## config.mk

```make
export PLATFORM = sky130hd
export DESIGN_NAME = seg7_scan
export DESIGN_NICKNAME = d
export VERILOG_FILES = /design/src/rtl/seg7_scan.sv
export SDC_FILE = /design/constraint.sdc
export NUM_CORES = 1
export LEC_CHECK = 0
export ABC_AREA = 1
export BUFFER_PORTS_ARGS = -buffer_cell sky130_fd_sc_hd__buf_2
export CAP_MARGIN = 20
export CORE_MARGIN = 2
export CORE_UTILIZATION = 44
export DETAILED_ROUTE_END_ITERATION = 8
export GPL_TIMING_DRIVEN = 0
export PLACE_DENSITY = 0.66
export SKIP_CTS_REPAIR_TIMING = 1
export SYNTH_ARGS = -nofsm -noshare
export SYNTH_HDL_FRONTEND = slang
export SYNTH_SLANG_ARGS = --single-unit
```

## constraint.sdc

```tcl
create_clock -name i_clk -period 1.5 [get_ports i_clk]
set_input_delay 0.075 -clock i_clk [delete_from_list [all_inputs] [get_ports i_clk]]
set_output_delay 0.075 -clock i_clk [all_outputs]
set_load 0.02 [all_outputs]
```

## src/rtl/seg7_scan.sv

```systemverilog
// Multiplexed scanner for a common-anode 7-segment display with double-buffered value,
// anti-ghosting gap cycle and leading-zero suppression; all outputs registered (1-cycle latency).
module seg7_scan #(
  parameter int DIGITS        = 4,
  parameter int DIV           = 1000,
  parameter bit AN_ACTIVE_LOW = 1'b1
) (
  input  logic                  i_clk,
  input  logic                  i_reset,
  input  logic                  i_load,
  input  logic [4*DIGITS-1:0]   iv_value,
  input  logic [DIGITS-1:0]     iv_dp,
  input  logic                  i_lz_en,
  output logic [3:0]            ov_nibble,
  output logic [DIGITS-1:0]     ov_anode,
  output logic                  o_dp,
  output logic                  o_blank,
  output logic                  o_ack
);

  localparam int PW = $clog2(DIV);
  localparam int IW = $clog2(DIGITS);

  logic [PW-1:0]         presc;
  logic [IW-1:0]         idx;
  logic [4*DIGITS-1:0]   shadow_val, pend_val;
  logic [DIGITS-1:0]     shadow_dp, pend_dp;
  logic                  pend_vld;
  logic [DIGITS-1:0]     anode_oh;

  logic                  tick, last, commit, gap, sup, all_zero;
  logic [DIGITS-1:0]     lz_mask;
  logic [3:0]            cur_nib;

  assign tick    = (presc == PW'(DIV - 1));
  assign last    = (idx == IW'(DIGITS - 1));
  assign commit  = tick && last && pend_vld;
  assign gap     = (presc == '0);
  assign cur_nib = shadow_val[4*idx +: 4];

  // Digit k is a leading zero when it and every more-significant digit are zero.
  always_comb begin
    lz_mask  = '0;
    all_zero = 1'b1;
    for (int k = DIGITS - 1; k >= 1; k--) begin
      all_zero   = all_zero && (shadow_val[4*k +: 4] == 4'd0);
      lz_mask[k] = i_lz_en && all_zero && !shadow_dp[k];
    end
  end

  assign sup = lz_mask[idx];

  always_ff @(posedge i_clk or posedge i_reset) begin
    if (i_reset) begin
      presc      <= '0;
      idx        <= '0;
      shadow_val <= '0;
      shadow_dp  <= '0;
      pend_val   <= '0;
      pend_dp    <= '0;
      pend_vld   <= 1'b0;
      ov_nibble  <= 4'd0;
      anode_oh   <= '0;
      o_dp       <= 1'b0;
      o_blank    <= 1'b1;
      o_ack      <= 1'b0;
    end else begin
      presc <= tick ? '0 : presc + 1'b1;
      if (tick)
        idx <= last ? '0 : idx + 1'b1;

      if (commit) begin
        shadow_val <= pend_val;
        shadow_dp  <= pend_dp;
      end

      // A load on the commit edge becomes the next pending value.
      if (i_load) begin
        pend_val <= iv_value;
        pend_dp  <= iv_dp;
        pend_vld <= 1'b1;
      end else if (commit) begin
        pend_vld <= 1'b0;
      end

      ov_nibble <= sup ? 4'd0 : cur_nib;
      anode_oh  <= (gap || sup) ? '0 : (DIGITS'(1) << idx);
      o_dp      <= (gap || sup) ? 1'b0 : shadow_dp[idx];
      o_blank   <= gap || sup;
      o_ack     <= commit;
    end
  end

  assign ov_anode = AN_ACTIVE_LOW ? ~anode_oh : anode_oh;

endmodule

```

* Yosys cells after proc, flatten, opt, wreduce, memory -nomap -nowiden
Cells that the tools add are included.
** Cells by class
- Add/subtract/negate cells :: 2
- $lt $le $gt $ge :: 1
- Equality and inequality tests :: 2
- Shifts and indexed selects :: 2
- Mux-type cells :: 11
- Bitwise operators :: 1
- Reductions and logical operators :: 19
** Operators with widths (number)
- indexed part select 16 x 5 -> 4 bit :: 1
- logical NOT 4 bit :: 3
- adder 10 x 1 -> 10 bit (second input constant) :: 1
- == test 10 bit (second input constant) :: 1
- logical AND 1 bit :: 10
- logical NOT 10 bit :: 1
- 2-to-1 mux 10 bit :: 1
- 2-to-1 mux 4 bit :: 2
- 2-to-1 mux 1 bit :: 5
- binary-select mux 1 bit (select 2 bit) :: 2
- NOT 4 bit :: 1
- << shifter 1 x 2 -> 4 bit (first input constant) :: 1
- logical NOT 1 bit :: 3
- < comparator 2 x 3 -> 1 bit (second input constant) :: 1
- adder 2 x 1 -> 2 bit (second input constant) :: 1
- == test 2 bit (second input constant) :: 1
- 2-to-1 mux 2 bit :: 1
- nonzero test 2 bit :: 1
- logical OR 1 bit :: 1
** Storage, ports and cells
- Flip-flop bits (word level) :: 64
- Word-level logic and storage cells :: 50

* Depth between registers and ports, before layout
Gate-level depths: netlist of run 1.
- Depth after elaboration :: 9
- Mapped depth :: 8

* Worst setup path before layout of run 1
Ideal clock, no wire load.
- Path kind :: register to register
- Start :: register presc[0]
- End :: register shadow_val[0]
- Arrival :: 1292 ps
- Required time :: 1435 ps
- Path slack :: 144 ps
- Stages on the path, launching flop included :: 9
- Clock period less this slack :: 1356 ps
- Cells stage by stage :: dfrtp_1 > ha_1 > nand2_2 > nor2_2 > nand3_4 > nor2_4 > buf_6 > nand3_1 > nand2_1
** Between the ends
- Cells in the longest elaborated chain, start to end :: 3
** Ends and longest elaborated chain
- start, declared :: line 24 : logic [PW-1:0] presc;
- start signal, assigned :: line 68 : presc <= tick ? '0 : presc + 1'b1;
- == test 10 bit :: line 35 : assign tick = (presc == PW'(DIV - 1));
- logical AND 1 bit (2 in series) :: line 37 : assign commit = tick && last && pend_vld;
- end signal, assigned :: line 73 : shadow_val <= pend_val;
- end, declared :: line 26 : logic [4*DIGITS-1:0] shadow_val, pend_val;
No other way between the ends.
A chain may end at the register's enable or synchronous reset.

* Worst setup path after layout of run 1
- Start :: register presc[1]
- End :: register shadow_val[2]
Same word-level chain as after synthesis.

==> results of run 1 <==
[worst paths after layout]
path | cells after the start | start | slack [ns] | endpoint
setup / recovery | 8 | presc[1] | 0.06 | shadow_val[2]
hold / removal | 4 | i_load | 0.02 | pend_val[14]
setup reg to reg | 8 | presc[1] | 0.06 | shadow_val[2]
hold reg to reg | 2 | shadow_val[6] | 0.47 | shadow_val[6]
max in group asynchronous | 4 | i_reset | 0.47 | shadow_dp[2]
min in group asynchronous | 3 | i_reset | 0.46 | pend_val[5]
[metrics by stage]
step | instances | util (%) | power [mW] | TNS, ns | setup WS [ns]
final | 485 | 57.9 | 3.66 | 0 | 0.0569
after global placement | 443 | 49.5 | 1.96 | -0.243 | -0.0353
after CTS | 460 | 53.5 | 3.67 | -1.61 | -0.100
after detailed placement | 444 | 49.8 | 1.97 | -0.962 | -0.0677
after floorplan | 332 | - | 1.91 | 0 | 0.144
after global routing | 485 | 57.9 | 3.83 | -0.475 | -0.0347
[power breakdown]
| group | internal [mW] | total, mW | switching (mW) |
|---|---|---|---|
| Sequential | 1.77 | 1.80 | 0.0279 |
| Clock | 1.07 | 1.68 | 0.608 |
| Combinational | 0.0866 | 0.178 | 0.0914 |
| Total | 2.94 | 3.66 | 0.727 |
[kinds of logic after synthesis]
group / share of synthesized area [%]
compound gates: 4.85
buf+inv: 6.62
simple gates: 29.4
fa+ha+maj: 2.65
flops: 56.5
[synth_stat cells (all sizes together)]
master  count  area share [%]
nand2     122              16
dfrtp      63              56
nand3      33             6.6
inv        31             4.1
nor2       29             4.5
o21ai      16             2.8
clkbuf      9             1.3
ha          6             2.6
a21oi       5            0.88
nand4       5             1.1
buf         3             1.2
nor3        3            0.53
o22ai       3            0.66
a31oi       1            0.22
dfstp       1            0.93
nor3b       1            0.26
o211ai      1            0.26
[per-layer routing]
| layer | vias to the layer above | track usage [%] | share of wire [%] |
|---|---|---|---|
| li1 | 1194 | - | - |
| met1 | 1051 | 22.6 | 47 |
| met2 | 53 | 26.1 | 48 |
| met3 | 6 | 4.13 | 3.1 |
| met4 | 0 | 9.97 | 1.4 |
| met5 | - | 0 | 0 |
[registers in the layout, summed over array words and instances, names as in the netlist]
signal,cells
o_blank,1
pend_val,16
ov_nibble,4
idx,2
anode_oh,4
shadow_val,16
shadow_dp,4
pend_vld,1
presc,10
o_ack,1
pend_dp,4
o_dp,1
[final cells by class]
type | instances | area, um^2
clock buffers | 14 | 173
plain buffers | 12 | 75.1
flip-flops and latches | 64 | 1600
well taps | 77 | 96.3
multi-input cells | 225 | 1080
clock inverters | 2 | 60.1
repair buffers | 60 | 430
fillers | 583 | 2640
inverters | 31 | 120
[critical path, delay by kind of cell, from the launching register on]
family	cells	cell delay, ns
AND/OR/NAND/NOR	6	0.62
flip-flops	1	0.42
buffers and inverters	1	0.17
adder cells (fa/ha/maj)	1	0.17
==> results.py, run 1 <==
metrics = {
    "timing": {
        "slew_headroom_pct": 44.0,
        "finalHoldViolCount": 0,
        "finalCriticalPeriod_ns": 1.44,
        "worst_pin_slew_ns": 0.838,
        "slew_viol_final": 0,
        "max_freq_mhz": 693,
        "period_share_pct": 96.2,
        "setup-violations-final": 0,
        "whs_ns": 0.0235,
        "rsz0062_at_grt": "true",
        "fin_worst_skew_ns": 0.00862,
    },
    "worst_setup_path": {
        "crit_type": "reg -> reg",
        "crit_slowest_cell": "dfrtp_1",
        "crit_top_cell": "nor2_4",
        "cp.required_ns": 1.77,
        "cp-start-kind": "flop",
        "critPathCaptureType": "flop",
        "max_stage_delay_ns": 0.42,
        "critPathMaxFanout": 10,
        "arrival_ns": 1.71,
        "crit_chain": "ha_4 > nand2_2 > nor2_4 > nand3_4 > nor2_4 > buf_6 > nand3_1 > nand2_1",
    },
    "global_route": {
        "grt_pass1_vias": 2087,
        "grt_max_degree": 40,
        "grt_pass1_wl_mm": 9.56,
        "antenna_found_initial": 0,
        "grt_use_total_pct": 17.2,
        "overflow": 0,
    },
    "layout": {
        "nets": 433,
        "final_cell_mix": "nand2_1 (118), dfrtp_1 (63), buf_2 (36)",
        "diodes": 0,
        "design_area_um2": 3630,
        "final_layout_size_suffix_gt1_share_pct": 18.9,
        "syn_to_final_growth_pct": 28.1,
        "layout_commonest_cell": "nand2_1",
    },
    "clocking": {
        "cts_buffer_depth": 2,
        "cts_buffers": 9,
        "cts_tree": "yes",
        "cts_max_level": 3,
        "clock-root-buffer": "clkbuf_8",
        "clk_latency_ns": 0.33,
        "clock_sinks": 64,
        "cts.reportedPaths.clkPinSlew_ns": 0.07,
    },
    "place": {
        "port_buffers": 34,
        "gp_congestion": 0.851,
        "postPlaceCellArea_um2": 3130,
        "hpwl_mm": 4.00,
    },
    "routing": {
        "drt_first_pass_iters": 5,
        "route.detailed.drc": 0,
        "wl_mm": 5.86,
        "drtAntennaViolNets": 0,
        "first_iter_violations": 114,
        "avgRoutedWirePerCell_um": 12.1,
        "viasPerCell": 4.75,
        "num_vias": 2304,
    },
    "floorplan": {
        "dieWidth_um": 84.3,
        "start_util_pct": 45.2,
        "pin_count": 35,
        "die_h_um": 84.3,
        "row_count": 29,
        "die-area_um2": 7100,
        "core_um2": 6280,
    },
    "logic_synthesis": {
        "syn_inst": 332,
        "syn_area_um2": 2840,
        "synth_warnings": 0,
        "seq_area_frac_synth_pct": 56.5,
        "synth_fp_nets": 362,
        "synth.distinct_cells": 24,
        "synth_area_per_cell_um2": 8.54,
        "yosys_register_bits": 64,
    },
    "flow_run": {
        "maxCapViolations": 0,
    },
    "power_and_ir_drop": {
        "worst_ir_drop_vdd_mv": 0.735,
        "p_per_area_nw_per_um2": 1010,
        "p_leak_nw": 1.93,
    },
    "run_status": {
        "status": "finished clean",
    },
    "worst_hold_path": {
        "hold_class": "in -> reg",
    },
}
Note: power is estimated with default switching activity, not from simulation.
==> run 2: changes to the inputs <==
ABC_AREA = 0   (was 1)
==> results.py, run 2 <==
metrics = {
    "run_status": {
        "status": "finished with violations",
        "violations": "negative setup slack",
    },
    "floorplan": {
        "die-area_um2": 6930,
        "core_um2": 5990,
        "start_util_pct": 46.1,
        "row_count": 28,
        "die_h_um": 83.2,
        "pin_count": 35,
        "dieWidth_um": 83.2,
    },
    "routing": {
        "viasPerCell": 4.92,
        "route.detailed.drc": 0,
        "drt_first_pass_iters": 4,
        "first_iter_violations": 70,
        "wl_mm": 4.97,
        "avgRoutedWirePerCell_um": 14.2,
        "drtAntennaViolNets": 0,
        "num_vias": 1717,
    },
    "timing": {
        "finalCriticalPeriod_ns": 1.70,
        "period_share_pct": 114,
        "finalWorstSetupSlack_ns": -0.204,
        "whs_ns": 0.00492,
        "worst_pin_slew_ns": 0.663,
        "max_freq_mhz": 587,
        "setup-violations-final": 25,
        "fin_worst_skew_ns": 0.00633,
        "rsz0062_at_grt": "true",
        "slew_viol_final": 0,
        "slew_headroom_pct": 55.8,
        "tns_ns": -4.47,
        "finalHoldViolCount": 0,
    },
    "power_and_ir_drop": {
        "worst_ir_drop_vdd_mv": 0.613,
        "p_leak_nw": 1.78,
        "p_per_area_nw_per_um2": 937,
    },
    "place": {
        "hpwl_mm": 3.20,
        "port_buffers": 34,
        "gp_congestion": 0.784,
    },
    "logic_synthesis": {
        "synthArstFlopShare_pct": 100,
        "synth.distinct_cells": 34,
        "synth_ff_type": "dfrtp_1",
        "synth_fp_nets": 223,
        "synth_edf_count": 0,
        "synth_area_leaders": "dfrtp_1 (57%), mux2_4 (10%), mux2_2 (9.0%)",
        "syn_area_um2": 2760,
        "yosys_register_bits": 64,
        "synth_top_area_share_pct": 57.1,
        "synth_warnings": 0,
        "synth_most_common_cell": "dfrtp_1",
        "synthTopCellsByCount": "dfrtp_1 (63), mux2_2 (22), mux2_4 (19)",
        "syn_inst": 193,
        "yosysTopAreaCell": "dfrtp_1",
        "synth_area_per_cell_um2": 14.3,
        "seq_area_frac_synth_pct": 58.0,
    },
    "worst_setup_path": {
        "r2r_slack_ns": -0.20,
        "reg2reg_from": "presc[1]",
        "crit_slowest_cell": "dfrtp_2",
        "rr_worst_depth": 6,
        "critPathCaptureType": "flop",
        "crit_chain": "ha_4 > and4bb_1 > and3_4 > nand3_4 > clkbuf_16 > mux2_4",
        "cp.required_ns": 1.72,
        "arrival_ns": 1.93,
        "max_stage_delay_ns": 0.40,
        "r2r_end": "shadow_val[0]",
        "crit_type": "reg -> reg",
        "critPathMaxFanout": 5,
        "crit_family": "simple AND/OR/NAND/NOR gates",
        "cp-start-kind": "flop",
        "cp_num_buf_inv": 1,
    },
    "clocking": {
        "cts.reportedPaths.clkPinSlew_ns": 0.07,
        "cts_tree": "yes",
        "cts_buffers": 9,
        "clock_sinks": 64,
        "clock-root-buffer": "clkbuf_8",
        "cts_buffer_depth": 2,
        "clk_latency_ns": 0.34,
        "cts_max_level": 3,
    },
    "worst_hold_path": {
        "hold_path_end": "pend_val[14]",
        "hold_class": "in -> reg",
        "hold_depth": 2,
        "hold_path_startpoint": "i_load",
    },
    "layout": {
        "nFillCells": 488,
        "final_layout_size_suffix_gt1_share_pct": 44.2,
        "final_cell_mix": "dfrtp_1 (61), buf_2 (36), mux2_2 (22)",
        "nets": 301,
        "syn_to_final_growth_pct": 30.0,
        "diodes": 0,
        "layout_commonest_cell": "dfrtp_1",
        "reg_top3": "pend_val x16, shadow_val x16, presc x10",
    },
    "global_route": {
        "overflow": 0,
        "antenna_found_initial": 0,
        "grt_pass1_vias": 1584,
        "grt_max_degree": 42,
        "grt_pass1_wl_mm": 8.28,
        "grt_use_total_pct": 15.6,
    },
    "flow_run": {
        "maxCapViolations": 0,
    },
}
run 2: changes by cell type in the layout (fill, tap and decap cells not counted), moves of 5 or more:
| cell | change |
|---|---|
| buf_4 | +6 |
| inv_1 | -19 |
| mux2_2 | +22 |
| mux2_4 | +19 |
| nand2_1 | -110 |
| nand3_1 | -23 |
| nand4_1 | -5 |
| nor2_1 | -16 |
| o21ai_0 | -13 |
run 2: cells by family after synthesis:
kind of cell	synth area share, %
flops	58.0
xor+xnor	2.22
mux	22.9
compound gates	2.22
fa+ha+maj	2.72
buf+inv	3.04
simple gates	8.84
run 2: stage by stage:
step           power (mW)  cells  util [%]  area, um^2  worst slack [ns]
5_1_grt              3.53    349      59.9        3590            -0.254
2_1_floorplan        1.92    193         -        2780            -0.144
4_1_cts              3.37    317      54.1        3240            -0.283
6_report             3.37    349      59.9        3590            -0.204
3_5_place_dp         1.99    303      51.2        3070            -0.275
3_3_place_gp         1.98    302      50.8        3050            -0.245
run 2: power breakdown:
| group | leakage (nW) | internal [mW] | switching, mW |
|---|---|---|---|
| Clock | 0.0880 | 0.743 | 0.626 |
| Sequential | 0.818 | 1.78 | 0.0291 |
| Combinational | 0.875 | 0.114 | 0.0719 |
run 2: final cells by class:
cell class                 instances  area (um^2)  area share, %
sequential                        64         1610           44.7
multi-input combinational        111         1110           30.8
timing repair buffer              67          500           13.9
clock buffer                      10          128           3.56
tap                               75         93.8           2.61
buffer                             7         62.6           1.74
clock inverter                     4         47.5           1.32
inverter                          11         45.0           1.25
run 2: worst max-delay path by stage:
| stage | from | cells past startpoint | to |
|---|---|---|---|
| after floorplan | presc[0] | 6 | shadow_dp[0] |
| after global placement | presc[0] | 6 | shadow_val[9] |
| after detailed placement | presc[1] | 6 | shadow_dp[1] |
| after CTS | presc[1] | 6 | shadow_dp[0] |
| after global routing | presc[1] | 6 | shadow_val[4] |
| final | presc[1] | 6 | shadow_val[0] |
run 2: metal layers:
metal  wire length (um)  vias to the layer above  track usage, %
li1                   -                      823               -
met1               2450                      854            22.8
met2               2250                       34            20.7
met3                192                        6            5.96
met4                 72                        0            6.71
met5                  0                        -               0
==> run 3: changes to the inputs <==
CAP_MARGIN = default   (was 20)
CTS_BUF_LIST = sky130_fd_sc_hd__clkbuf_16   (was default)
==> results.py, run 3 (synthesis gave the netlist of run 2 again) <==
metrics = {
    "layout": {
        "final_layout_size_suffix_gt1_share_pct": 44.5,
        "nFillCells": 490,
        "syn_to_final_growth_pct": 31.8,
        "final_cells": 347,
        "design_area_um2": 3640,
        "utilization_pct": 60.8,
        "layout_commonest_cell": "dfrtp_1",
        "final_cell_mix": "dfrtp_1 (61), buf_2 (35), mux2_2 (22)",
        "diodes": 0,
        "nets": 297,
        "reg_top3": "pend_val x16, shadow_val x16, presc x10",
    },
    "routing": {
        "drt_first_pass_iters": 4,
        "drtAntennaViolNets": 0,
        "num_vias": 1677,
        "first_iter_violations": 72,
        "route.detailed.drc": 0,
        "avgRoutedWirePerCell_um": 13.7,
        "wl_mm": 4.76,
        "viasPerCell": 4.83,
    },
    "clocking": {
        "cts.reportedPaths.clkPinSlew_ns": 0.06,
        "clock_sinks": 64,
        "cts_buffers": 9,
        "cts_buffer_depth": 2,
        "clk_latency_ns": 0.32,
        "clock-root-buffer": "clkbuf_16",
        "cts_tree": "yes",
        "cts_max_level": 3,
    },
    "timing": {
        "slew_viol_final": 0,
        "rsz0062_at_grt": "true",
        "whs_ns": -0.0164,
        "worst_pin_slew_ns": 0.662,
        "fin_worst_skew_ns": 0.00381,
        "setup-violations-final": 25,
        "finalHoldViolCount": 2,
        "slew_headroom_pct": 55.8,
        "finalWorstSetupSlack_ns": -0.196,
        "tns_ns": -4.21,
        "finalCriticalPeriod_ns": 1.70,
        "period_share_pct": 113,
        "max_freq_mhz": 590,
    },
    "worst_setup_path": {
        "reg2reg_from": "presc[0]",
        "rr_worst_depth": 6,
        "r2r_end": "shadow_dp[2]",
        "critPathMaxFanout": 10,
        "cp-start-kind": "flop",
        "arrival_ns": 1.90,
        "critPathCaptureType": "flop",
        "r2r_slack_ns": -0.20,
        "cp.required_ns": 1.70,
        "crit_type": "reg -> reg",
    },
    "worst_hold_path": {
        "hold_path_end": "pend_val[12]",
        "hold_path_startpoint": "iv_value[12]",
        "hold_depth": 2,
        "hold_class": "in -> reg",
    },
    "floorplan": {
        "dieWidth_um": 83.2,
        "start_util_pct": 46.1,
        "row_count": 28,
        "die_h_um": 83.2,
        "pin_count": 35,
        "die-area_um2": 6930,
        "core_um2": 5990,
    },
    "power_and_ir_drop": {
        "worst_ir_drop_vdd_mv": 0.675,
        "p_per_area_nw_per_um2": 1060,
        "report.power.total_mw": 3.85,
        "p_leak_nw": 1.80,
    },
    "flow_run": {
        "maxCapViolations": 0,
    },
    "global_route": {
        "grt_pass1_vias": 1568,
        "grt_use_total_pct": 14.8,
        "antenna_found_initial": 0,
        "grt_pass1_wl_mm": 8.00,
        "grt_max_degree": 65,
        "overflow": 0,
    },
    "run_status": {
        "violations": "negative hold slack, negative setup slack",
        "status": "finished with violations",
    },
    "place": {
        "gp_congestion": 0.784,
        "hpwl_mm": 3.10,
        "postPlaceCellArea_um2": 3050,
        "preCtsSetupSlack_ns": -0.265,
        "placed_cells": 302,
        "port_buffers": 34,
    },
}
==> run 3: changes by cell type in the layout (fill, tap and decap cells not counted), sizes merged <==
cell	before	now
clkbuf	14	12
clkinv	2	5
dlygate4sd3	21	19
bufinv	1	0
inv	10	11
buf	49	48
==> run 3: how the worst max path moves through the flow <==
stage             start  slack, ns             to  cells after the start
6_report       presc[0]      -0.20   shadow_dp[2]                      6
5_1_grt        presc[0]      -0.26   shadow_dp[3]                      6
4_1_cts        presc[0]      -0.27   shadow_dp[0]                      6
3_5_place_dp   presc[0]      -0.27   shadow_dp[1]                      6
3_3_place_gp   presc[0]      -0.24  shadow_val[9]                      6
2_1_floorplan  presc[0]      -0.14   shadow_dp[0]                      6
==> run 3: metal layers <==
metal | track usage [%] | vias up | part of all wire [%]
met2 | 20.2 | 32 | 45
met5 | 0 | - | 0
met1 | 21.6 | 809 | 50
li1 | - | 828 | -
met3 | 3.68 | 8 | 3.6
met4 | 8.05 | 0 | 1.7
==> run 3: area by class of cell <==
type	count	area, um^2	area share [%]
clock buffers	9	225	6.19
clock inverters	7	47.5	1.31
flip-flops and latches	64	1610	44.1
inverters	11	45.0	1.24
repair buffers	63	448	12.3
multi-input cells	111	1110	30.4
plain buffers	7	67.6	1.86
well taps	75	93.8	2.58
==> run 3: report_power, final <==
group / internal, mW / total [mW] / switching (mW)
logic: 0.111 / 0.181 / 0.0701
registers: 1.78 / 1.81 / 0.0283
clock network: 1.11 / 1.86 / 0.742
total: 3.01 / 3.85 / 0.841
==> run 3: critical path, stage by stage (launching register included) <==
cell and delay (ns):
dfrtp_2 0.42, ha_4 0.16, and4bb_1 0.21, and3_4 0.21
nand3_4 0.11, buf_12 0.18, mux2_4 0.29
